File: src/rtl/rmst_pkg.sv
// Shared definitions for the Avalon-MM read master: FSM state encoding,
// default word geometry and the byteenable pattern.
package rmst_pkg;

    typedef enum logic [1:0] {
        ST_IDLE  = 2'd0,
        ST_READ  = 2'd1,
        ST_DRAIN = 2'd2
    } rmst_state_t;

    localparam int RMST_XDW = 128;
    localparam int RMST_BPW = RMST_XDW / 8;
    localparam logic [RMST_BPW-1:0] RMST_BYTEENABLE = '1;

    // Bytes per bus word for a given data width.
    function automatic int rmst_bpw(input int xdw);
        return xdw / 8;
    endfunction

endpackage

File: src/rtl/avalon_read_master_if.sv
// Avalon-MM read bus between the read master (initiator) and the memory
// fabric (slave).
interface avalon_read_master_if #(
    parameter int XAW = 32,
    parameter int XDW = 128
);
    logic [XAW-1:0]   master_address;
    logic             master_read;
    logic [XDW/8-1:0] master_byteenable;
    logic [XDW-1:0]   master_readdata;
    logic             master_readdatavalid;
    logic             master_waitrequest;

    modport master (
        output master_address,
        output master_read,
        output master_byteenable,
        input  master_readdata,
        input  master_readdatavalid,
        input  master_waitrequest
    );

    modport slave (
        input  master_address,
        input  master_read,
        input  master_byteenable,
        output master_readdata,
        output master_readdatavalid,
        output master_waitrequest
    );
endinterface

File: src/rtl/rmst_sync_fifo.sv
// Show-ahead synchronous FIFO with occupancy count; the head word is
// presented combinationally and reads as zero while empty.
module rmst_sync_fifo #(
    parameter int DW    = 128,
    parameter int DEPTH = 32,
    parameter int AW    = 5
) (
    input  logic          clk,
    input  logic          rst,
    input  logic          wr_en,
    input  logic [DW-1:0] wr_data,
    input  logic          rd_en,
    output logic [DW-1:0] rd_data,
    output logic          not_empty,
    output logic [AW:0]   used
);
    localparam logic [AW-1:0] PTR_ONE  = AW'(1);
    localparam logic [AW:0]   USED_ONE = (AW+1)'(1);
    localparam logic [AW:0]   USED_MAX = (AW+1)'(DEPTH);

    logic [DW-1:0] mem [DEPTH];
    logic [AW-1:0] wr_ptr_reg;
    logic [AW-1:0] rd_ptr_reg;
    logic [AW:0]   used_reg;
    logic          push;
    logic          pop;

    assign not_empty = (used_reg != '0);
    assign push      = wr_en && (used_reg != USED_MAX);
    assign pop       = rd_en && not_empty;
    assign used      = used_reg;
    assign rd_data   = not_empty ? mem[rd_ptr_reg] : '0;

    always_ff @(posedge clk) begin
        if (push) begin
            mem[wr_ptr_reg] <= wr_data;
        end
    end

    always_ff @(posedge clk or posedge rst) begin
        if (rst) begin
            wr_ptr_reg <= '0;
            rd_ptr_reg <= '0;
            used_reg   <= '0;
        end else begin
            if (push) begin
                wr_ptr_reg <= wr_ptr_reg + PTR_ONE;
            end
            if (pop) begin
                rd_ptr_reg <= rd_ptr_reg + PTR_ONE;
            end
            if (push && !pop) begin
                used_reg <= used_reg + USED_ONE;
            end else if (pop && !push) begin
                used_reg <= used_reg - USED_ONE;
            end
        end
    end

endmodule

File: src/rtl/avalon_read_master.sv
// Avalon-MM pipelined single-word read master with credit-limited issue into
// a show-ahead FIFO. Define RMST_FIXED_LOCATION_EN to honour control_fixed_location.
module avalon_read_master
    import rmst_pkg::*;
#(
    parameter int XAW        = 32,
    parameter int XDW        = 128,
    parameter int FIFO_DEPTH = 32,
    parameter int FAW        = 5
) (
    input  logic           clk,
    input  logic           rst,
    input  logic           control_fixed_location,
    input  logic [XAW-1:0] control_read_base,
    input  logic [XAW-1:0] control_read_length,
    input  logic           control_go,
    output logic           control_done,
    input  logic           user_read_buffer,
    output logic [XDW-1:0] user_buffer_data,
    output logic           user_data_available,
    avalon_read_master_if.master bus
);
    localparam int             BPW      = rmst_bpw(XDW);
    localparam logic [XAW-1:0] BPW_STEP = XAW'(BPW);
    localparam logic [FAW:0]   PEND_ONE = (FAW+1)'(1);
    localparam logic [FAW+1:0] CREDITS  = (FAW+2)'(FIFO_DEPTH);

    rmst_state_t    state_reg;
    logic [XAW-1:0] addr_reg;
    logic [XAW-1:0] remaining_reg;
    logic [FAW:0]   pending_reg;
    logic [FAW:0]   pending_next;
    logic           zero_done_reg;
    logic [XAW-1:0] addr_step;

    logic [FAW:0]   fifo_used;
    logic [FAW+1:0] in_use;
    logic           credit_ok;
    logic           read_req;
    logic           accept;
    logic           rsp_valid;
    logic           drain_done;

`ifdef RMST_FIXED_LOCATION_EN
    logic fixed_reg;

    always_ff @(posedge clk or posedge rst) begin
        if (rst) begin
            fixed_reg <= 1'b0;
        end else if (state_reg == ST_IDLE && control_go) begin
            fixed_reg <= control_fixed_location;
        end
    end

    assign addr_step = fixed_reg ? '0 : BPW_STEP;
`else
    logic unused_fixed_location;
    assign unused_fixed_location = control_fixed_location;
    assign addr_step = BPW_STEP;
`endif

    // Every word already requested or still buffered holds a FIFO slot, so
    // issue stops before the FIFO could overflow.
    assign in_use    = {1'b0, fifo_used} + {1'b0, pending_reg};
    assign credit_ok = (in_use < CREDITS);
    assign read_req  = (state_reg == ST_READ) && (remaining_reg != '0) && credit_ok;
    assign accept    = read_req && !bus.master_waitrequest;

    // Responses with nothing outstanding belong to a transfer aborted by reset.
    assign rsp_valid  = bus.master_readdatavalid && (pending_reg != '0);
    assign drain_done = (state_reg == ST_DRAIN) && (pending_reg == '0) && (fifo_used == '0);

    assign bus.master_read       = read_req;
    assign bus.master_address    = addr_reg;
    assign bus.master_byteenable = '1;
    assign control_done          = zero_done_reg | drain_done;

    always_comb begin
        pending_next = pending_reg;
        if (accept && !rsp_valid) begin
            pending_next = pending_reg + PEND_ONE;
        end else if (rsp_valid && !accept) begin
            pending_next = pending_reg - PEND_ONE;
        end
    end

    always_ff @(posedge clk or posedge rst) begin
        if (rst) begin
            state_reg     <= ST_IDLE;
            addr_reg      <= '0;
            remaining_reg <= '0;
            pending_reg   <= '0;
            zero_done_reg <= 1'b0;
        end else begin
            pending_reg   <= pending_next;
            zero_done_reg <= 1'b0;
            case (state_reg)
                ST_IDLE: begin
                    if (control_go) begin
                        addr_reg      <= control_read_base;
                        remaining_reg <= control_read_length;
                        if (control_read_length != '0) begin
                            state_reg <= ST_READ;
                        end else begin
                            zero_done_reg <= 1'b1;
                        end
                    end
                end
                ST_READ: begin
                    if (accept) begin
                        remaining_reg <= remaining_reg - BPW_STEP;
                        addr_reg      <= addr_reg + addr_step;
                        if (remaining_reg == BPW_STEP) begin
                            state_reg <= ST_DRAIN;
                        end
                    end
                end
                ST_DRAIN: begin
                    if (drain_done) begin
                        state_reg <= ST_IDLE;
                    end
                end
                default: state_reg <= ST_IDLE;
            endcase
        end
    end

    rmst_sync_fifo #(
        .DW    (XDW),
        .DEPTH (FIFO_DEPTH),
        .AW    (FAW)
    ) u_fifo (
        .clk       (clk),
        .rst       (rst),
        .wr_en     (rsp_valid),
        .wr_data   (bus.master_readdata),
        .rd_en     (user_read_buffer),
        .rd_data   (user_buffer_data),
        .not_empty (user_data_available),
        .used      (fifo_used)
    );

endmodule

File: src/flat_wrapper.sv
// flat-port wrapper written by rule: the top's interface ports become plain ports
module avalon_read_master_flat import rmst_pkg::*;
#(
    parameter int XAW        = 32,
    parameter int XDW        = 128,
    parameter int FIFO_DEPTH = 32,
    parameter int FAW        = 5
)
  (clk, rst, control_fixed_location, control_read_base, control_read_length, control_go, control_done, user_read_buffer, user_buffer_data, user_data_available, bus_master_address, bus_master_read, bus_master_byteenable, bus_master_readdata, bus_master_readdatavalid, bus_master_waitrequest);
  avalon_read_master_if #(.XAW(XAW), .XDW(XDW)) bus_i ();
  input  logic clk;
  input  logic rst;
  input  logic control_fixed_location;
  input  logic [XAW-1:0] control_read_base;
  input  logic [XAW-1:0] control_read_length;
  input  logic control_go;
  output logic control_done;
  input  logic user_read_buffer;
  output logic [XDW-1:0] user_buffer_data;
  output logic user_data_available;
  output wire logic [$bits(bus_i.master_address)-1:0] bus_master_address;
  output wire logic [$bits(bus_i.master_read)-1:0] bus_master_read;
  output wire logic [$bits(bus_i.master_byteenable)-1:0] bus_master_byteenable;
  input wire logic [$bits(bus_i.master_readdata)-1:0] bus_master_readdata;
  input wire logic [$bits(bus_i.master_readdatavalid)-1:0] bus_master_readdatavalid;
  input wire logic [$bits(bus_i.master_waitrequest)-1:0] bus_master_waitrequest;
  assign bus_master_address = bus_i.master_address;
  assign bus_master_read = bus_i.master_read;
  assign bus_master_byteenable = bus_i.master_byteenable;
  assign bus_i.master_readdata = bus_master_readdata;
  assign bus_i.master_readdatavalid = bus_master_readdatavalid;
  assign bus_i.master_waitrequest = bus_master_waitrequest;
  avalon_read_master #(.XAW(XAW), .XDW(XDW), .FIFO_DEPTH(FIFO_DEPTH), .FAW(FAW)) u_core (.clk(clk), .rst(rst), .control_fixed_location(control_fixed_location), .control_read_base(control_read_base), .control_read_length(control_read_length), .control_go(control_go), .control_done(control_done), .user_read_buffer(user_read_buffer), .user_buffer_data(user_buffer_data), .user_data_available(user_data_available), .bus(bus_i));
endmodule
File: config.mk
export PLATFORM = sky130hd
export DESIGN_NAME = avalon_read_master_flat
export DESIGN_NICKNAME = d
export VERILOG_FILES = /design/src/rtl/rmst_pkg.sv /design/src/rtl/avalon_read_master_if.sv /design/src/rtl/rmst_sync_fifo.sv /design/src/rtl/avalon_read_master.sv /design/src/flat_wrapper.sv
export SDC_FILE = /design/constraint.sdc
export NUM_CORES = 2
export LEC_CHECK = 0
export ABC_AREA = 1
export CAP_MARGIN = 20
export CORE_ASPECT_RATIO = 0.8
export CORE_MARGIN = 3
export CORE_UTILIZATION = 25
export CTS_CLUSTER_DIAMETER = 120
export DETAILED_ROUTE_END_ITERATION = 12
export PLACE_DENSITY = 0.37
export SLEW_MARGIN = 20
export SYNTH_ARGS = -nofsm -noshare
export SYNTH_HDL_FRONTEND = slang
export SYNTH_SLANG_ARGS = --single-unit
File: constraint.sdc
create_clock -name clk -period 23 [get_ports clk]
set_input_delay 4.6 -clock clk [delete_from_list [all_inputs] [get_ports clk]]
set_output_delay 4.6 -clock clk [all_outputs]
set_load 0.02 [all_outputs]
==> flow_summary.yaml <==
placed_design:
  gp_congestion: 0.7126
  dp_hpwl_mm: 300.3
  io_buffers: 360
finish:
  largest_register_ffs: 4096
  fillers: 67543
  final_cell_mix: "edfxtp_1 (4096), nor2_1 (2802), o21ai_0 (1989), nand2_1 (1181), o22ai_1 (629)"
  fin_nets: 13523
  final_layout_size_suffix_gt1_share_pct: 7.426
  area_growth_pct: 16.13
  final_common_cell: "edfxtp_1"
timing:
  finalCritPeriodShare_pct: 55.15
  relSlewSlack_pct: 20.26
  finalHoldViolations: 0
  slew_violations: 0
  fmax_mhz: 78.84
  finClkSkew_ps: 98.89
  min_period_ps: 12680
  worst_pin_slew_ps: 1196
  rsz0062_at_grt: "no"
  setup_viol: 0
  tns_ps: 0
yosys:
  synth_top_area_share_pct: 73.82
  syn_area_per_cell_um2: 12.71
  yosysTopAreaCell: "edfxtp_1"
  syn-instance-count: 13109
  synth-edff-count: 4096
  netlist_area_um2: 166600
  synthTopCellsByArea: "edfxtp_1 (74%), nor2_1 (6.4%), o21ai_0 (6.0%)"
  ys_seq_elements: 4185
  synth-seq-area-share_pct: 75.15
  ys_warn_count: 0
  async_flop_share_pct: 2.127
  ys_types: 40
  synthFlopType: "edfxtp_1"
drt:
  via_count: 106713
  avgRoutedWirePerCell_um: 27.09
  route.detailed.drc: 0
  drtIter0Drc: 9446
  via_per_inst: 4.727
  ant_nets: 0
  drt_pre_antenna_iters: 5
  drt_wl_total_mm: 611.5
clock_tree:
  htreeDepth: 5
  cts_made_buffers: 453
  cts.reportedPaths.clkPinSlew_ps: 60
  clk_latency_ps: 1070
  ctsRootBufferMaster: "clkbuf_16"
  cts_tree: "built"
  hold_buffers: 0
  cts_buffer_depth: 4
  cts-resized-gates: 0
  cts_setup_buffers: 0
  cts.sinks: 4185
setup_path:
  crit_fanout: 157
  cp_slowest_cell: "dfrtp_4"
  worst-endpoint-arrival_ps: 8080
  crit_path_frequent_cell: "buf_4"
  slowest_delay_ps: 880
  crit_path_end_kind: "output pin"
  path_class: "reg2out"
  crit_family: "buffers and inverters"
  cp_cell_sequence: "buf_4 > buf_12 > buf_4 > buf_4 > buf_4 > nor2_1 > nor2_1 > o21ai_0 > o211ai_1 > o211ai_1 > nand2_1 > nand2_1 > nor2_1 > clkdlybuf4s50_1"
  required_ps: 18400
  cp-start-kind: "flop"
  crit_buf_inv: 6
die:
  die_w_um: 918.8
  start_util_pct: 25.15
  die_area_um2: 676400
  core_um2: 662500
  ioPinCount: 378
  die_y_um: 736.2
  core.rowCount: 267
grt:
  antenna_found_initial: 90
  grt_use_total_pct: 17.37
  grt_pass1_vias: 103856
  grt_start_max_net_pins: 253
  overflow: 0
  grt_pass1_wl_mm: 851.3
power:
  p_leak_nw: 61.44
  max-vdd-ir-drop_v: 0.00009405
  power_mw: 25.49
  pwr_density_cell_nw_per_um2: 131.8
flow_run:
  max-cap-violations: 0
status:
  status: "finished, final reports clean"
min_path:
  holdCritPathClass: "reg2reg"
## metal layers
| metal | vias to the layer above | GRT usage, % | share of wire [%] |
|---|---|---|---|
| met5 | - | 0 | 0.027 |
| met3 | 707 | 2.130 | 4.3 |
| met4 | 24 | 3.009 | 1.8 |
| li1 | 48410 | - | - |
| met1 | 55361 | 25.42 | 48 |
| met2 | 2211 | 27.96 | 46 |
## stage by stage
stage	cell area [um2]	hold WS (ps)	utilization, %	setup WS, ps	instances
2_1_floorplan	166700	475.6	-	8736	13124
3_3_place_gp	179800	491.7	27.14	11090	21713
3_5_place_dp	179800	495.8	27.14	11110	21717
4_1_cts	193700	510.3	29.25	9988	22543
5_1_grt	193500	519.6	29.20	9779	22550
6_report	193500	508.8	29.21	10320	22573
## cell type report
cell class,instances,area [um2],area share [%]
diodes,27,67.56,0.03492
flip-flops and latches,4185,125200,64.72
repair buffers,631,5589,2.888
clock inverters,253,2112,1.091
clock buffers,573,11850,6.124
inverters,84,379.1,0.1959
multi-input cells,7943,37160,19.20
well taps,8877,11110,5.740
## synthesized netlist by cell type (2+ instances only)
cell type / count
a31oi_1: 13
or2_2: 10
nand4_1: 50
o21ai_1: 99
dfrtp_1: 89
buf_2: 220
buf_6: 28
clkbuf_2: 5
o21ai_0: 1989
clkbuf_1: 526
xor2_1: 22
edfxtp_1: 4096
o22ai_1: 629
xnor2_1: 6
fa_1: 2
nor2_1: 2837
o211ai_1: 362
o31ai_1: 8
a21oi_1: 85
nor2_2: 3
inv_2: 3
buf_4: 83
mux2_2: 8
nor3_1: 18
buf_1: 49
clkinv_1: 2
ha_1: 24
o21bai_1: 2
nand2_1: 1183
nand3_1: 567
nand3b_1: 5
inv_1: 78
## worst paths after layout
| path | from | end | slack (ps) | cells after the start |
|---|---|---|---|---|
| setup / recovery | u_core.u_fifo.rd_ptr_reg[0] | user_buffer_data[43] | 10320 | 14 |
| hold / removal | u_core.remaining_reg[1] | u_core.remaining_reg[1] | 510 | 1 |
| setup reg to reg | u_core.u_fifo.used[0] | u_core.u_fifo.mem[30][92] | 16940 | 11 |
| hold reg to reg | u_core.remaining_reg[1] | u_core.remaining_reg[1] | 510 | 1 |
| max in group asynchronous | rst | u_core.bus.master_address[28] | 17780 | 3 |
| min in group asynchronous | rst | u_core.bus.master_address[3] | 3940 | 2 |
## cell families after synthesis
| kind of cell | after synthesis | synth area share, % |
|---|---|---|
| multiplexers | 8 | 0.05407 |
| other | 1 | 0.002250 |
| XOR/XNOR | 28 | 0.1472 |
| AO/OA/AOI/OAI | 3190 | 10.63 |
| buffers and inverters | 996 | 2.734 |
| AND/OR/NAND/NOR | 4675 | 11.08 |
| flip-flops | 4185 | 75.15 |
| adder cells (fa/ha/maj) | 26 | 0.2042 |
## power breakdown
part	internal (mW)	switching, mW
Clock	3.91	3.14
Combinational	2.51	6.79
Sequential	8.91	0.227
Total	15.3	10.2
No activity file was read; power rests on OpenSTA's default activity.
